===== src/rtl/alu_control_seq.sv =====
// rtl/alu_control_seq.sv - registered RV32I ALU control decoder with shift and optional mul/div sequencing (ALU_CTRL_MULDIV_EN)
module alu_control_seq #(
    parameter int OP_WIDTH      = 4,
    parameter int DATA_WIDTH    = 32,
    parameter int SHIFT_STEP    = 1,
    parameter int MULDIV_CYCLES = 32
) (
    input  logic                          clk,
    input  logic                          reset,
    input  logic                          valid_i,
    output logic                          ready_o,
    input  logic [6:0]                    funct7_i,
    input  logic [2:0]                    ALU_Op_i,
    input  logic [2:0]                    funct3_i,
    input  logic [$clog2(DATA_WIDTH)-1:0] shamt_i,
    output logic [OP_WIDTH-1:0]           ALU_Operation_o,
    output logic [$clog2(DATA_WIDTH)-1:0] step_amt_o,
    output logic                          op_valid_o,
    output logic                          last_o,
    output logic                          stall_o,
    output logic                          illegal_o
);

    localparam int SW = $clog2(DATA_WIDTH);
    localparam logic [31:0] STEP_U = 32'(SHIFT_STEP);

    localparam logic [OP_WIDTH-1:0] OP_ADD  = OP_WIDTH'(4'b0000);
    localparam logic [OP_WIDTH-1:0] OP_SUB  = OP_WIDTH'(4'b0001);
    localparam logic [OP_WIDTH-1:0] OP_AND  = OP_WIDTH'(4'b0010);
    localparam logic [OP_WIDTH-1:0] OP_XOR  = OP_WIDTH'(4'b0011);
    localparam logic [OP_WIDTH-1:0] OP_SLL  = OP_WIDTH'(4'b0100);
    localparam logic [OP_WIDTH-1:0] OP_SRL  = OP_WIDTH'(4'b0101);
    localparam logic [OP_WIDTH-1:0] OP_SLT  = OP_WIDTH'(4'b0110);
    localparam logic [OP_WIDTH-1:0] OP_SLTU = OP_WIDTH'(4'b0111);
    localparam logic [OP_WIDTH-1:0] OP_LUI  = OP_WIDTH'(4'b1000);
    localparam logic [OP_WIDTH-1:0] OP_OR   = OP_WIDTH'(4'b1001);
    localparam logic [OP_WIDTH-1:0] OP_SRA  = OP_WIDTH'(4'b1010);
    localparam logic [OP_WIDTH-1:0] OP_NOP  = OP_WIDTH'(4'b1111);

`ifdef ALU_CTRL_MULDIV_EN
    localparam logic [OP_WIDTH-1:0] OP_MUL  = OP_WIDTH'(4'b1011);
    localparam logic [OP_WIDTH-1:0] OP_MULH = OP_WIDTH'(4'b1100);
    localparam logic [OP_WIDTH-1:0] OP_DIV  = OP_WIDTH'(4'b1101);
    localparam logic [OP_WIDTH-1:0] OP_REM  = OP_WIDTH'(4'b1110);
    localparam int CW = (MULDIV_CYCLES > 1) ? $clog2(MULDIV_CYCLES) : 1;
    localparam logic [CW-1:0] CNT_LOAD = CW'(MULDIV_CYCLES - 1);

    typedef enum logic [1:0] {S_IDLE, S_ISSUE, S_SHIFT, S_MULDIV} state_t;
`else
    typedef enum logic [1:0] {S_IDLE, S_ISSUE, S_SHIFT} state_t;
`endif

    state_t              r_state;
    state_t              w_state_nx;
    logic [SW-1:0]       r_rem;
    logic [SW-1:0]       w_rem_nx;
    logic [OP_WIDTH-1:0] r_op;
    logic [OP_WIDTH-1:0] w_op_nx;
    logic [SW-1:0]       r_step;
    logic [SW-1:0]       w_step_nx;
    logic                r_valid;
    logic                w_valid_nx;
    logic                r_last;
    logic                w_last_nx;
    logic                r_stall;
    logic                w_stall_nx;
    logic                r_illegal;
    logic                w_illegal_nx;
    logic [SW-1:0]       w_step_now;
    logic [SW-1:0]       w_left;

    logic                w_dec_ok;
    logic                w_dec_shift;
    logic [OP_WIDTH-1:0] w_dec_op;
    logic                w_f7_base;
`ifdef ALU_CTRL_MULDIV_EN
    logic                w_dec_md;
    logic [CW-1:0]       r_cnt;
    logic [CW-1:0]       w_cnt_nx;
`endif

    // Shift issue width for this cycle: never more than what is left to shift
    function automatic logic [SW-1:0] f_step(input logic [SW-1:0] rem);
        if (32'(rem) > STEP_U) begin
            return SW'(STEP_U);
        end
        return rem;
    endfunction

    assign w_f7_base = (funct7_i == 7'b0000000) || (funct7_i == 7'b0100000);

    // Decode {funct7, ALU_Op, funct3} into an op code plus legality and sequencing class
    always_comb begin
        w_dec_ok    = 1'b1;
        w_dec_op    = OP_NOP;
        w_dec_shift = 1'b0;
`ifdef ALU_CTRL_MULDIV_EN
        w_dec_md    = 1'b0;
`endif
        case (ALU_Op_i)
            3'b000: begin
                if (funct7_i == 7'b0000001) begin
`ifdef ALU_CTRL_MULDIV_EN
                    w_dec_md = 1'b1;
                    case (funct3_i)
                        3'd0:             w_dec_op = OP_MUL;
                        3'd1, 3'd2, 3'd3: w_dec_op = OP_MULH;
                        3'd4, 3'd5:       w_dec_op = OP_DIV;
                        default:          w_dec_op = OP_REM;
                    endcase
`else
                    w_dec_ok = 1'b0;
`endif
                end else if (!w_f7_base) begin
                    w_dec_ok = 1'b0;
                end else begin
                    case (funct3_i)
                        3'd0:    w_dec_op = funct7_i[5] ? OP_SUB : OP_ADD;
                        3'd1:    w_dec_op = OP_SLL;
                        3'd2:    w_dec_op = OP_SLT;
                        3'd3:    w_dec_op = OP_SLTU;
                        3'd4:    w_dec_op = OP_XOR;
                        3'd5:    w_dec_op = funct7_i[5] ? OP_SRA : OP_SRL;
                        3'd6:    w_dec_op = OP_OR;
                        default: w_dec_op = OP_AND;
                    endcase
                    if (funct7_i[5] && (funct3_i != 3'd0) && (funct3_i != 3'd5)) begin
                        w_dec_ok = 1'b0;
                    end
                end
            end
            3'b001: begin
                case (funct3_i)
                    3'd0:    w_dec_op = OP_ADD;
                    3'd1:    begin w_dec_op = OP_SLL; w_dec_ok = w_f7_base; end
                    3'd2:    w_dec_op = OP_SLT;
                    3'd3:    w_dec_op = OP_SLTU;
                    3'd4:    w_dec_op = OP_XOR;
                    3'd5:    begin w_dec_op = funct7_i[5] ? OP_SRA : OP_SRL; w_dec_ok = w_f7_base; end
                    3'd6:    w_dec_op = OP_OR;
                    default: w_dec_op = OP_AND;
                endcase
            end
            3'b010:         w_dec_op = OP_LUI;
            3'b011, 3'b101: w_dec_op = OP_ADD;
            3'b100: begin
                case (funct3_i)
                    3'd0, 3'd1: w_dec_op = OP_SUB;
                    3'd4, 3'd5: w_dec_op = OP_SLT;
                    3'd6, 3'd7: w_dec_op = OP_SLTU;
                    default:    w_dec_ok = 1'b0;
                endcase
            end
            default: w_dec_ok = 1'b0;
        endcase
        w_dec_shift = (w_dec_op == OP_SLL) || (w_dec_op == OP_SRL) || (w_dec_op == OP_SRA);
    end

    // Next state and next registered outputs; idle cycles present NOP with everything low
    always_comb begin
        w_state_nx   = r_state;
        w_rem_nx     = r_rem;
        w_op_nx      = OP_NOP;
        w_step_nx    = '0;
        w_valid_nx   = 1'b0;
        w_last_nx    = 1'b0;
        w_stall_nx   = 1'b0;
        w_illegal_nx = 1'b0;
        w_step_now   = '0;
        w_left       = '0;
`ifdef ALU_CTRL_MULDIV_EN
        w_cnt_nx     = r_cnt;
`endif
        case (r_state)
            S_SHIFT: begin
                if (r_rem == '0) begin
                    w_state_nx = S_IDLE;
                end else begin
                    w_step_now = f_step(r_rem);
                    w_left     = r_rem - w_step_now;
                    w_rem_nx   = w_left;
                    w_op_nx    = r_op;
                    w_step_nx  = w_step_now;
                    w_valid_nx = 1'b1;
                    w_last_nx  = (w_left == '0);
                    w_stall_nx = (w_left != '0);
                end
            end
`ifdef ALU_CTRL_MULDIV_EN
            S_MULDIV: begin
                if (r_cnt == '0) begin
                    w_state_nx = S_IDLE;
                end else begin
                    w_cnt_nx   = r_cnt - 1'b1;
                    w_op_nx    = r_op;
                    w_valid_nx = 1'b1;
                    w_last_nx  = (w_cnt_nx == '0);
                    w_stall_nx = (w_cnt_nx != '0);
                end
            end
`endif
            default: begin
                // IDLE and ISSUE both accept, giving one single-cycle result per clock
                w_state_nx = S_IDLE;
                if (valid_i) begin
                    if (!w_dec_ok) begin
                        w_illegal_nx = 1'b1;
                    end else if (w_dec_shift) begin
                        w_step_now = f_step(shamt_i);
                        w_left     = shamt_i - w_step_now;
                        w_rem_nx   = w_left;
                        w_op_nx    = w_dec_op;
                        w_step_nx  = w_step_now;
                        w_valid_nx = 1'b1;
                        w_last_nx  = (w_left == '0);
                        w_stall_nx = (w_left != '0);
                        w_state_nx = S_SHIFT;
`ifdef ALU_CTRL_MULDIV_EN
                    end else if (w_dec_md) begin
                        w_cnt_nx   = CNT_LOAD;
                        w_op_nx    = w_dec_op;
                        w_valid_nx = 1'b1;
                        w_last_nx  = (CNT_LOAD == '0);
                        w_stall_nx = (CNT_LOAD != '0);
                        w_state_nx = S_MULDIV;
`endif
                    end else begin
                        w_op_nx    = w_dec_op;
                        w_valid_nx = 1'b1;
                        w_last_nx  = 1'b1;
                        w_state_nx = S_ISSUE;
                    end
                end
            end
        endcase
    end

    // State and output registers; reset aborts any sequence in flight
    always_ff @(posedge clk or posedge reset) begin
        if (reset) begin
            r_state   <= S_IDLE;
            r_rem     <= '0;
            r_op      <= OP_NOP;
            r_step    <= '0;
            r_valid   <= 1'b0;
            r_last    <= 1'b0;
            r_stall   <= 1'b0;
            r_illegal <= 1'b0;
`ifdef ALU_CTRL_MULDIV_EN
            r_cnt     <= '0;
`endif
        end else begin
            r_state   <= w_state_nx;
            r_rem     <= w_rem_nx;
            r_op      <= w_op_nx;
            r_step    <= w_step_nx;
            r_valid   <= w_valid_nx;
            r_last    <= w_last_nx;
            r_stall   <= w_stall_nx;
            r_illegal <= w_illegal_nx;
`ifdef ALU_CTRL_MULDIV_EN
            r_cnt     <= w_cnt_nx;
`endif
        end
    end

    assign ready_o         = (r_state == S_IDLE) || (r_state == S_ISSUE);
    assign ALU_Operation_o = r_op;
    assign step_amt_o      = r_step;
    assign op_valid_o      = r_valid;
    assign last_o          = r_last;
    assign stall_o         = r_stall;
    assign illegal_o       = r_illegal;

endmodule


===== config.mk =====
export PLATFORM = sky130hd
export DESIGN_NAME = alu_control_seq
export DESIGN_NICKNAME = d
export VERILOG_FILES = /design/src/rtl/alu_control_seq.sv
export SDC_FILE = /design/constraint.sdc
export NUM_CORES = 1
export LEC_CHECK = 0
export ABC_AREA = 1
export CORE_AREA = 2 2 71 73
export CTS_BUF_LIST = sky130_fd_sc_hd__clkbuf_4
export DETAILED_ROUTE_END_ITERATION = 8
export DIE_AREA = 0 0 73 75
export HOLD_SLACK_MARGIN = 0.12
export PLACE_DENSITY_LB_ADDON = 0.3
export SYNTH_ARGS = -nofsm -noshare
export SYNTH_HDL_FRONTEND = slang
export SYNTH_SLANG_ARGS = --single-unit
export TNS_END_PERCENT = 50

===== constraint.sdc =====
create_clock -name clk -period 1.4 [get_ports clk]
set_input_delay 0.35 -clock clk [delete_from_list [all_inputs] [get_ports clk]]
set_output_delay 0.35 -clock clk [all_outputs]
set_load 0.005 [all_outputs]

# --- Word-level counts from Yosys, hierarchy flattened ---
# Cells that the tools add are included.
op_classes:
  addsub: 2
  n_eq_ne: 22
  muxes: 68
  magnitude_cmp: 2
  reduce_logical: 27
op_table:
  columns: ["operator", "n"]
  rows:
  - ["5-bit two-way mux", 20]
  - ["4-bit case mux with 7 select lines", 2]
  - ["1-bit two-way mux", 31]
  - ["4-bit two-way mux", 7]
  - ["4-bit case mux with 5 select lines", 1]
  - ["3-bit == test (second input constant)", 6]
  - ["5-bit logical NOT", 3]
  - ["3-bit by 2-bit == test with 1-bit output (second input constant)", 4]
  - ["4-bit case mux with 3 select lines", 1]
  - ["5-bit by 1-bit > comparator with 1-bit output (second input constant)", 2]
  - ["2-bit two-way mux", 5]
  - ["5-bit nonzero test", 2]
  - ["2-bit OR reduction", 5]
  - ["5-bit subtractor", 2]
  - ["4-bit by 3-bit == test with 1-bit output (second input constant)", 2]
  - ["7-bit by 1-bit == test with 1-bit output (second input constant)", 1]
  - ["7-bit by 6-bit == test with 1-bit output (second input constant)", 1]
  - ["7-bit logical NOT", 1]
  - ["3-bit by 1-bit == test with 1-bit output (second input constant)", 2]
  - ["3-bit logical NOT", 2]
  - ["2-bit nonzero test", 3]
  - ["6-bit OR reduction", 1]
  - ["4-bit == test (second input constant)", 1]
  - ["1-bit logical OR", 4]
  - ["10 further kinds", 12]
totals:
  ff_bits: 20
  elab_cells: 129

# --- Longest topological paths before layout ---
# Gate-level depths: netlist of run 1.
depth:
  depth_word: 23
  depth_mapped: 13
  ltp_nobuf: 13

# --- Least setup slack after synthesis of run 1 ---
# Ideal clock, no wire load.
synth_timing:
  path_type: "reg2reg"
  from: "reg r_rem[3]"
  to: "reg r_stall (netlist: stall_o)"
  n_path_buf: 0
  slack_ns: -0.182
  t_arrival_ns: 1.506
  t_required_ns: 1.324
  path_stages_with_launch: 14
  period_less_slack_ns: 1.582
  cell_sequence: "dfrtp_1 > inv_1 > nand2_1 > nor3_1 > inv_1 > nand2_1 > ha_1 > nor2_1 > nand3_1 > xor2_1 > nor2_1 > nand3_1 > nand3_1 > o21ai_1"
synth_via:
  elab_chain_len: 11
  word_cells_on_any_way: 12
  classes_between: "1 x add/sub; 1 x order compare; 8 x mux; 2 x reduce/logical"
synth_lines:
  columns: ["element", "line", "source"]
  rows:
  - ["start, declared", "55", "logic [SW-1:0] r_rem;"]
  - ["start signal, assigned", "254", "r_rem <= w_rem_nx;"]
  - ["5-bit by 1-bit > comparator with 1-bit output", "84", "if (32'(rem) > STEP_U) begin"]
  - ["1-bit two-way mux", "84", null]
  - ["1-bit two-way mux", "176", "if (r_rem == '0) begin"]
  - ["1-bit two-way mux", "174", "case (r_state)"]
  - ["5-bit two-way mux", "87", "return rem;"]
  - ["5-bit two-way mux", "176", null]
  - ["5-bit two-way mux", "174", null]
  - ["5-bit subtractor", "180", "w_left = r_rem - w_step_now;"]
  - ["5-bit nonzero test", "186", "w_stall_nx = (w_left != '0);"]
  - ["1-bit two-way mux *", "176", null]
  - ["1-bit two-way mux *", "174", null]
  - ["net w_stall_nx", "66", "logic w_stall_nx;"]
  - ["end signal, assigned", "259", "r_stall <= w_stall_nx;"]
  - ["end, declared", "65", "logic r_stall;"]
# The timed path passes the listed nets; every way through them passes the cells marked *. The select of a mux whose other input is x is not followed.
# A chain may end at the register's enable or synchronous reset.

# --- Worst setup path after layout of run 1 ---
# Same ends and word-level chain as after synthesis.

==> impl_metrics.env, run 1 <==
export IMPL_syn_to_final_growth_pct=73.2
export IMPL_io_pins=35
export IMPL_cp_cell_sequence="inv_2, nand2_2, nor3_4, inv_2, nand2_4, ha_4, nor2_4, nand3_2, xor2_2, nor2_1, nand3_1, nand3_1, o21ai_1"
export IMPL_start_kind="register"
export IMPL_grt_pass1_wl_um=6150
export IMPL_clock_path_buffers=2
export IMPL_chipWidth_um=73
export IMPL_power_total_mw=2.54
export IMPL_register_area_sq_um=505
export IMPL_syn_area_per_cell_sq_um=7.24
export IMPL_finalHoldViolCount=0
export IMPL_yosysSeqAreaShare=0.371
export IMPL_status="finished, violations left"
export IMPL_yosysMostFrequentCell="nand2_1"
export IMPL_fin_nets=314
export IMPL_rows=25
export IMPL_synth_compound_area_share=0.106
export IMPL_rsz0062_at_grt="yes"
export IMPL_yosys_warnings=0
export IMPL_critical_path_class="reg2reg"
export IMPL_synth_top_area_share=0.294
export IMPL_synth_xor_area_frac=0.0257
export IMPL_power_density_mw_per_mm2=1080
export IMPL_setup_ws_ns=-0.318
export IMPL_cp_num_buf_inv=2
export IMPL_path_clk_slew_ns=0.11
export IMPL_drt_iter0_markers=103
export IMPL_worst_path_max_fanout=2
export IMPL_dp_worst_setup_slack_ns=-0.650
export IMPL_hpwlAfterDp_um=2780
export IMPL_min_period_ns=1.72
export IMPL_layout_drive_gt1_share=0.466
export IMPL_failed_checks="setup timing"
export IMPL_vias=1554
export IMPL_yosys_mux_area_fraction=0
export IMPL_cp_data_required_time_ns=1.60
export IMPL_critPathMaxStageDelay_ns=0.38
export IMPL_fin_cells=344
export IMPL_grt_ovfl_total=0
export IMPL_dieArea_sq_mm=0.00548
export IMPL_yosys_area_top_type="dfrtp_1"
export IMPL_dp_cells=313
export IMPL_drtPass1Iterations=4
export IMPL_crit_path_end_kind="register"
export IMPL_synth_top_family_by_area="simple AND/OR/NAND/NOR gates"
export IMPL_core_sq_mm=0.00466
export IMPL_peakVddDrop_uv=456
export IMPL_setup_viol=7
export IMPL_start_util=0.292
export IMPL_clk_latency_ns=0.30
export IMPL_synth_ff_type="dfrtp_1"
export IMPL_cap_viol_max_count=0
export IMPL_netlist_top_cells_area="dfrtp_1 (29%), nand2_1 (13%), dfstp_2 (7.7%)"
export IMPL_ant_nets=0
export IMPL_finalWeightedCongestion=0.856
export IMPL_multi_input_area_sq_um=871
export IMPL_die_h_um=75
export IMPL_p_leak_nw=1.21
export IMPL_synth_cells=188
export IMPL_synth_adder_area_share=0.0184
export IMPL_grt_start_max_net_pins=21
export IMPL_antenna_found_initial=0
export IMPL_synth_simple_area_share=0.392
export IMPL_wire_per_inst_um=10.9
export IMPL_ys_async_sr_fraction=1.00
export IMPL_skew_ns=0.00403
export IMPL_timing_fmax_mhz=582
export IMPL_cts_sinks=20
export IMPL_synthTopCellsByCount="nand2_1 (47), nor2_1 (24), inv_1 (22)"
export IMPL_ys_seq_elements=20
export IMPL_grt_pass1_vias=1524
export IMPL_fin_crit_sh=1.23
export IMPL_cts_tree="yes"
export IMPL_route_detailed_drc=0
export IMPL_cts_root_buf="clkbuf_4"
export IMPL_tns_ns=-1.28
export IMPL_syn_area_sq_mm=0.00136
export IMPL_cp_slowest_cell="dfrtp_1"
export IMPL_ys_types=28
export IMPL_synth_edff_count=0
export IMPL_fillers=427
export IMPL_htree_levels=1
export IMPL_cp_arrival_ns=1.91
export IMPL_via_per_inst=4.52
export IMPL_hold_class="in2async"
export IMPL_port_buffers=34
export IMPL_grt_use_total=0.142
export IMPL_drv_slew=0
export IMPL_diodes=0
export IMPL_numCtsBuffers=3
export IMPL_wl_um=3750
export IMPL_critical_path_top_delay_family="simple AND/OR/NAND/NOR gates"
[state kept, by name (all words and copies together), names as in the netlist]
| name | flops |
|---|---|
| r_rem | 5 |
| r_state | 2 |
| op_valid_o | 1 |
| ALU_Operation_o | 4 |
| stall_o | 1 |
| step_amt_o | 5 |
| last_o | 1 |
| illegal_o | 1 |
[through the flow]
step / hold WS [ns] / utilization / area [sq um]
6_report: 0.363 / 0.506 / 2360
5_1_grt: 0.384 / 0.506 / 2360
4_1_cts: 0.370 / 0.488 / 2270
3_5_place_dp: 0.502 / 0.441 / 2050
3_3_place_gp: 0.495 / 0.441 / 2050
2_1_floorplan: 0.311 / - / 1390
[worst paths after layout]
path	start	endpoint	slack [ns]	depth (start not counted)
min in group clk	ALU_Operation_o[0]	ALU_Operation_o[0]	0.51	2
worst min-delay path	reset	step_amt_o[3]	0.36	3
worst max-delay path	r_rem[3]	stall_o	-0.32	13
max in group asynchronous	reset	ALU_Operation_o[3]	0.77	3
worst max register to register	r_rem[3]	stall_o	-0.32	13
worst min register to register	ALU_Operation_o[0]	ALU_Operation_o[0]	0.51	2
[cells by family after synthesis]
kind of cell,after synthesis
DFF,20
and+or+nand+nor,107
other,1
adders and majority gates,2
AOI/OAI and AO/OA,24
buffers and inverters,30
xor gates and xnor gates,4
[cell type report]
| class | count | area share |
|---|---|---|
| clock buffer | 3 | 0.00955 |
| clock inverter | 1 | 0.00159 |
| inverter | 28 | 0.0456 |
| multi-input combinational | 141 | 0.369 |
| sequential | 20 | 0.214 |
| tap | 54 | 0.0287 |
| timing repair buffer | 97 | 0.331 |
[tightest hold or removal path: stages]
cell and delay, ns:
clkdlybuf4s50_1 0.39, inv_1 0.05, buf_4 0.26
[where the power goes]
group	internal (mW)	switching [mW]
clock	0.104	0.172
sequential	0.655	0.0521
combinational	0.863	0.694
[cell usage in the layout, fill, tap and decap left out, types with 7 or more instances in the layout]
cell type,instances
nand2_2,8
inv_2,11
buf_2,9
o21ai_1,7
nor2_1,17
nand2_1,40
buf_6,8
inv_1,16
buf_4,55
nand3_1,12
dlygate4sd2_1,13
dfrtp_1,16
[layer usage]
metal  track usage  part of all wire
met1         0.162              0.41
met5             0                 0
met3        0.0228             0.040
met2         0.264              0.52
met4        0.0535             0.021
[repair_timing]
item | CTS | global route
endpoints found under the setup margin | 30 | 13
hold buffers | 0 | 0
gates resized for setup | 95 | 20
buffers inserted | 23 | 5
pin swaps | 25 | 16
Power figures use the tool's default switching activity.
==> inputs of run 2 (changes only) <==
--- a/config.mk
+++ b/config.mk
@@ -10,8 +10,9 @@
 export CTS_BUF_LIST = sky130_fd_sc_hd__clkbuf_4
 export DETAILED_ROUTE_END_ITERATION = 8
 export DIE_AREA = 0 0 73 75
+export GPL_TIMING_DRIVEN = 0
 export HOLD_SLACK_MARGIN = 0.12
-export PLACE_DENSITY_LB_ADDON = 0.3
+export PLACE_DENSITY = 0.52
 export SYNTH_ARGS = -nofsm -noshare
 export SYNTH_HDL_FRONTEND = slang
 export SYNTH_SLANG_ARGS = --single-unit
==> run 2 against run 1 <==
Compared with the run above: the flow still finishes with violations (setup timing); total power decreased by 19%; via count shrank 13%; global-route usage down 1.5 points; critical path depth stayed put; count of clock-buffer cells in the layout is the same; setup slack better by 0.021 ns; sequential cell count unchanged; first-iteration DRC count fell by 44%; critical endpoint unchanged; largest cell class unchanged.
==> impl_metrics.env, run 2 (synthesis results as in run 1) <==
export IMPL_via_per_inst=4.57
export IMPL_grt_pass1_vias=1303
export IMPL_start_util=0.292
export IMPL_power_density_mw_per_mm2=1040
export IMPL_p_clk_frac=0.133
export IMPL_cp_arrival_ns=1.89
export IMPL_ant_nets=0
export IMPL_finalHoldViolCount=0
export IMPL_setup_ws_ns=-0.296
export IMPL_start_kind="register"
export IMPL_final_area_sq_mm=0.00199
export IMPL_wire_per_inst_um=10.8
export IMPL_layout_drive_gt1_share=0.339
export IMPL_critical_path_class="reg2reg"
export IMPL_clk_latency_ns=0.30
export IMPL_final_cell_mix="nand2_1 (41), dlygate4sd2_1 (22), inv_1 (18), nor2_1 (17), dfrtp_1 (15)"
export IMPL_register_area_sq_um=507
export IMPL_cts_root_buf="clkbuf_4"
export IMPL_grt_start_max_net_pins=21
export IMPL_wl_um=3200
export IMPL_multi_input_area_sq_um=880
export IMPL_drt_iter0_markers=58
export IMPL_fin_cells=296
export IMPL_mostFrequentLayoutCell="nand2_1"
export IMPL_drv_slew=0
export IMPL_dieArea_sq_mm=0.00548
export IMPL_hold_class="in2async"
export IMPL_grt_ovfl_total=0
export IMPL_rows=25
export IMPL_status="finished, violations left"
export IMPL_internal_power_mw=1.28
export IMPL_io_pins=35
export IMPL_seqPwrFrac=0.351
export IMPL_setup_viol=10
export IMPL_cp_slowest_cell="dfrtp_1"
export IMPL_peakVddDrop_uv=403
export IMPL_diodes=0
export IMPL_drtPass1Iterations=4
export IMPL_fin_crit_sh=1.21
export IMPL_placed_cell_area_sq_mm=0.00179
export IMPL_dp_cells=279
export IMPL_port_buffers=34
export IMPL_critical_path_top_delay_family="simple AND/OR/NAND/NOR gates"
export IMPL_cap_viol_max_count=0
export IMPL_route_detailed_drc=0
export IMPL_rsz0062_at_grt="yes"
export IMPL_cp_data_required_time_ns=1.60
export IMPL_p_leak_nw=0.975
export IMPL_numCtsBuffers=3
export IMPL_skew_ns=0.00243
export IMPL_fillers=479
export IMPL_die_h_um=75
export IMPL_hpwlAfterDp_um=2370
export IMPL_syn_to_final_growth_pct=45.9
export IMPL_min_period_ns=1.70
export IMPL_fin_nets=266
export IMPL_worstMarginPinSlew_ns=0.733
export IMPL_grt_use_total=0.127
export IMPL_grt_pass1_wl_um=5460
export IMPL_cts_hold_buf=0
export IMPL_power_total_mw=2.06
export IMPL_chipWidth_um=73
export IMPL_cp_num_buf_inv=2
export IMPL_worst_path_max_fanout=2
export IMPL_timing_fmax_mhz=589
export IMPL_cts_tree="yes"
export IMPL_core_sq_mm=0.00466
export IMPL_cp_cell_sequence="inv_2, nand2_2, nor3_4, inv_2, nand2_2, ha_4, nor2_4, nand3_2, xor2_2, nor2_1, nand3_1, nand3_1, o21ai_1"
export IMPL_dp_worst_setup_slack_ns=-0.692
export IMPL_antenna_found_initial=0
export IMPL_finalWeightedCongestion=0.855
export IMPL_clock_path_buffers=2
export IMPL_crit_path_end_kind="register"
export IMPL_switching_share=0.380
export IMPL_cts_sinks=20
export IMPL_power_frac_comb=0.516
export IMPL_vias=1354
export IMPL_path_clk_slew_ns=0.10
export IMPL_power_switching_mw=0.783
export IMPL_failed_checks="setup timing"
export IMPL_htree_levels=1
export IMPL_critPathMaxStageDelay_ns=0.38
export IMPL_slew_headroom=0.511
-- run 2: cell types whose count changed in the layout (fill, tap and decap cells not counted), sizes merged --
| cell | change |
|---|---|
| buf | -52 |
| clkdlybuf4s15 | -6 |
| clkdlybuf4s50 | +1 |
| dlygate4sd2 | +9 |
-- run 2: final cells by class --
type                    instances  area share
multi-input cells             141       0.443
flip-flops and latches         20       0.255
repair buffers                 47       0.194
inverters                      28      0.0542
well taps                      54      0.0340
clock buffers                   3      0.0113
plain buffers                   2     0.00630
clock inverters                 1     0.00189
-- run 2: worst reg2reg max path: cells and delay by family (launching register included) --
family	cells	cell delay [ns]
compound gates	1	0.06
fa+ha+maj	1	0.17
xor+xnor	1	0.16
simple gates	8	0.68
buf+inv	2	0.14
flops	1	0.38
-- run 2: per-layer routing --
layer / global-route usage / share of wire / routed length [um] / vias to the layer above
li1: - / - / - / 700
met1: 0.145 / 0.43 / 1370 / 620
met2: 0.230 / 0.51 / 1630 / 26
met3: 0.0268 / 0.038 / 122 / 8
met4: 0.0514 / 0.025 / 80 / 0
met5: 0 / 0 / 0 / -
-- run 2: worst paths after layout --
kind	from	endpoint	slack [ns]	cells past startpoint
max in group asynchronous	reset	r_rem[2]	0.43	2
hold reg to reg	ALU_Operation_o[1]	ALU_Operation_o[1]	0.51	2
setup reg to reg	r_rem[4]	stall_o	-0.30	13
hold / removal	reset	step_amt_o[1]	0.47	2
min in group clk	funct3_i[1]	illegal_o	0.50	5
setup / recovery	r_rem[4]	stall_o	-0.30	13
-- run 2: stage by stage --
step	utilization	hold slack, ns	TNS, ns
3_5_place_dp	0.385	0.497	-9.45
6_report	0.426	0.466	-1.41
3_3_place_gp	0.385	0.496	-9.47
4_1_cts	0.416	0.499	-1.34
5_1_grt	0.426	0.512	-2.75
2_1_floorplan	-	0.311	-0.316
-- run 2: what timing repair did --
action / CTS / global route
resized for setup: 66 / 21
pin swaps: 19 / 13
setup endpoints to repair: 29 / 15
buffers inserted: 13 / 1
-- run 2: power groups by stage --
stage	combinational [mW]	clock (mW)	sequential, mW
final	1.06	0.274	0.723
after global placement	0.686	0	0.718
after floorplan	0.475	0	0.712
after global routing	1.17	0.319	0.731
after detailed placement	0.691	0	0.717
after CTS	0.947	0.291	0.714
==> inputs of run 3 (changes only) <==
--- a/config.mk
+++ b/config.mk
@@ -7,11 +7,10 @@
 export LEC_CHECK = 0
 export ABC_AREA = 1
 export CORE_AREA = 2 2 71 73
-export CTS_BUF_LIST = sky130_fd_sc_hd__clkbuf_4
+export CTS_BUF_LIST = sky130_fd_sc_hd__clkbuf_8
 export DETAILED_ROUTE_END_ITERATION = 8
 export DIE_AREA = 0 0 73 75
 export GPL_TIMING_DRIVEN = 0
-export HOLD_SLACK_MARGIN = 0.12
 export PLACE_DENSITY = 0.52
 export SYNTH_ARGS = -nofsm -noshare
 export SYNTH_HDL_FRONTEND = slang
==> run 3 against run 2 <==
Compared with the run above: sequential share of layout area is 1.2 points lower; the flow still finishes with violations (setup timing); via count increased by 2.0%; critical endpoint unchanged; critical path depth is the same; largest power group unchanged; non-clock buffer count grew 8; total power rose by 15%; clock skew grew 0.0018 ns; critical path type unchanged.
==> impl_metrics.env, run 3 (synthesis results as in run 1) <==
export IMPL_grt_ovfl_total=0
export IMPL_finalWeightedCongestion=0.855
export IMPL_rows=25
export IMPL_skew_ns=0.00420
export IMPL_status="finished, violations left"
export IMPL_power_switching_mw=0.827
export IMPL_syn_to_final_growth_pct=52.8
export IMPL_critical_path_class="reg2reg"
export IMPL_fin_cells=304
export IMPL_crit_path_end_kind="register"
export IMPL_peakVddDrop_uv=455
export IMPL_port_buffers=34
export IMPL_switching_share=0.351
export IMPL_cts_root_buf="clkbuf_8"
export IMPL_drtPass1Iterations=4
export IMPL_core_sq_mm=0.00466
export IMPL_clk_latency_ns=0.26
export IMPL_wl_um=3320
export IMPL_p_clk_frac=0.184
export IMPL_via_per_inst=4.54
export IMPL_cts_hold_buf=0
export IMPL_power_frac_comb=0.510
export IMPL_io_pins=35
export IMPL_critical_path_top_delay_family="simple AND/OR/NAND/NOR gates"
export IMPL_finalHoldViolCount=0
export IMPL_ant_nets=0
export IMPL_grt_pass1_wl_um=5700
export IMPL_fin_crit_sh=1.22
export IMPL_cp_arrival_ns=1.89
export IMPL_cts_sinks=20
export IMPL_failed_checks="setup timing"
export IMPL_cp_data_required_time_ns=1.59
export IMPL_numCtsBuffers=3
export IMPL_vias=1381
export IMPL_setup_viol=5
export IMPL_chipWidth_um=73
export IMPL_cap_viol_max_count=0
export IMPL_p_leak_nw=1.04
export IMPL_antenna_found_initial=0
export IMPL_hpwlAfterDp_um=2370
export IMPL_htree_levels=1
export IMPL_route_detailed_drc=0
export IMPL_power_density_mw_per_mm2=1130
export IMPL_die_h_um=75
export IMPL_diodes=0
export IMPL_grt_use_total=0.132
export IMPL_drv_slew=0
export IMPL_critPathMaxStageDelay_ns=0.39
export IMPL_dp_cells=279
export IMPL_slew_headroom=0.513
export IMPL_start_util=0.292
export IMPL_wire_per_inst_um=10.9
export IMPL_worstMarginPinSlew_ns=0.730
export IMPL_cp_slowest_cell="dfrtp_1"
export IMPL_hold_class="reg2reg"
export IMPL_mostFrequentLayoutCell="nand2_1"
export IMPL_start_kind="register"
export IMPL_min_period_ns=1.70
export IMPL_setup_ws_ns=-0.305
export IMPL_grt_pass1_vias=1340
export IMPL_fillers=469
export IMPL_cp_num_buf_inv=2
export IMPL_crit_cells=13
export IMPL_path_clk_slew_ns=0.07
export IMPL_cts_tree="yes"
export IMPL_drt_iter0_markers=53
export IMPL_seqPwrFrac=0.306
export IMPL_worst_path_max_fanout=2
export IMPL_cp_cell_sequence="inv_2, nand2_2, nor3_4, inv_2, nand2_2, ha_4, nor2_4, nand3_2, xor2_2, nor2_1, nand3_1, nand3_1, o21ai_1"
export IMPL_final_cell_mix="nand2_1 (36), inv_1 (17), nor2_1 (17), buf_4 (17), dfrtp_1 (15)"
export IMPL_internal_power_mw=1.53
export IMPL_reg2regPathDepth=13
export IMPL_utilization=0.446
export IMPL_layout_drive_gt1_share=0.416
export IMPL_tns_ns=-1.31
export IMPL_grt_start_max_net_pins=21
export IMPL_min_path_cells=2
export IMPL_fin_nets=274
export IMPL_rsz0062_at_grt="yes"
export IMPL_timing_fmax_mhz=587
export IMPL_clock_path_buffers=2
export IMPL_dieArea_sq_mm=0.00548
## run 3: metal layers
metal | vias up | wire length, um | global-route usage | part of all wire
met4 | 0 | 14 | 0.0309 | 0.0042
li1 | 717 | - | - | -
met1 | 634 | 1440 | 0.150 | 0.43
met3 | 2 | 121 | 0.0254 | 0.036
met5 | - | 0 | 0 | 0
met2 | 28 | 1750 | 0.254 | 0.53
## run 3: cell type report
class                           count  area [sq um]  area share
Multi-Input combinational cell    141           892       0.429
Sequential cell                    20           507       0.244
Timing Repair Buffer               55           430       0.207
Inverter                           28           113      0.0541
Tap cell                           54          67.6      0.0325
Clock buffer                        4          55.1      0.0265
Buffer                              2          16.3     0.00782
## run 3: power by group through the flow
stage	clock (mW)	combinational [mW]	sequential, mW
finish	0.433	1.20	0.722
global route	0.477	1.32	0.730
CTS	0.449	0.956	0.710
detailed placement	0	0.691	0.717
global placement	0	0.686	0.718
floorplan	0	0.475	0.712
## run 3: stage by stage
step	hold WS [ns]	setup slack, ns	total power, mW	area [sq um]
floorplan	0.311	-0.117	1.19	1390
global placement	0.496	-0.687	1.40	1790
detailed placement	0.497	-0.692	1.41	1790
CTS	0.510	-0.232	2.11	1990
global route	0.542	-0.437	2.53	2080
finish	0.505	-0.305	2.36	2080
## run 3: worst min-delay path: stages, from the launching register on
cell and delay (ns):
dfstp_2 0.37, nor2_1 0.09, a21oi_1 0.04
## run 3: final timing paths
kind                                          from                 end  slack, ns
worst max-delay path                      r_rem[4]             stall_o      -0.30
worst min-delay path            ALU_Operation_o[1]  ALU_Operation_o[1]       0.50
worst max register to register            r_rem[4]             stall_o      -0.30
worst min register to register  ALU_Operation_o[1]  ALU_Operation_o[1]       0.50
max in group asynchronous                    reset            r_rem[1]       0.38
min in group asynchronous                    reset            r_rem[0]       0.52
## run 3: repair_timing
item,4_1_cts,5_1_grt
buffers inserted,17,7
pin swaps,30,19
endpoints found under the setup margin,30,17
resized for setup,90,27
hold endpoints to repair,0,0
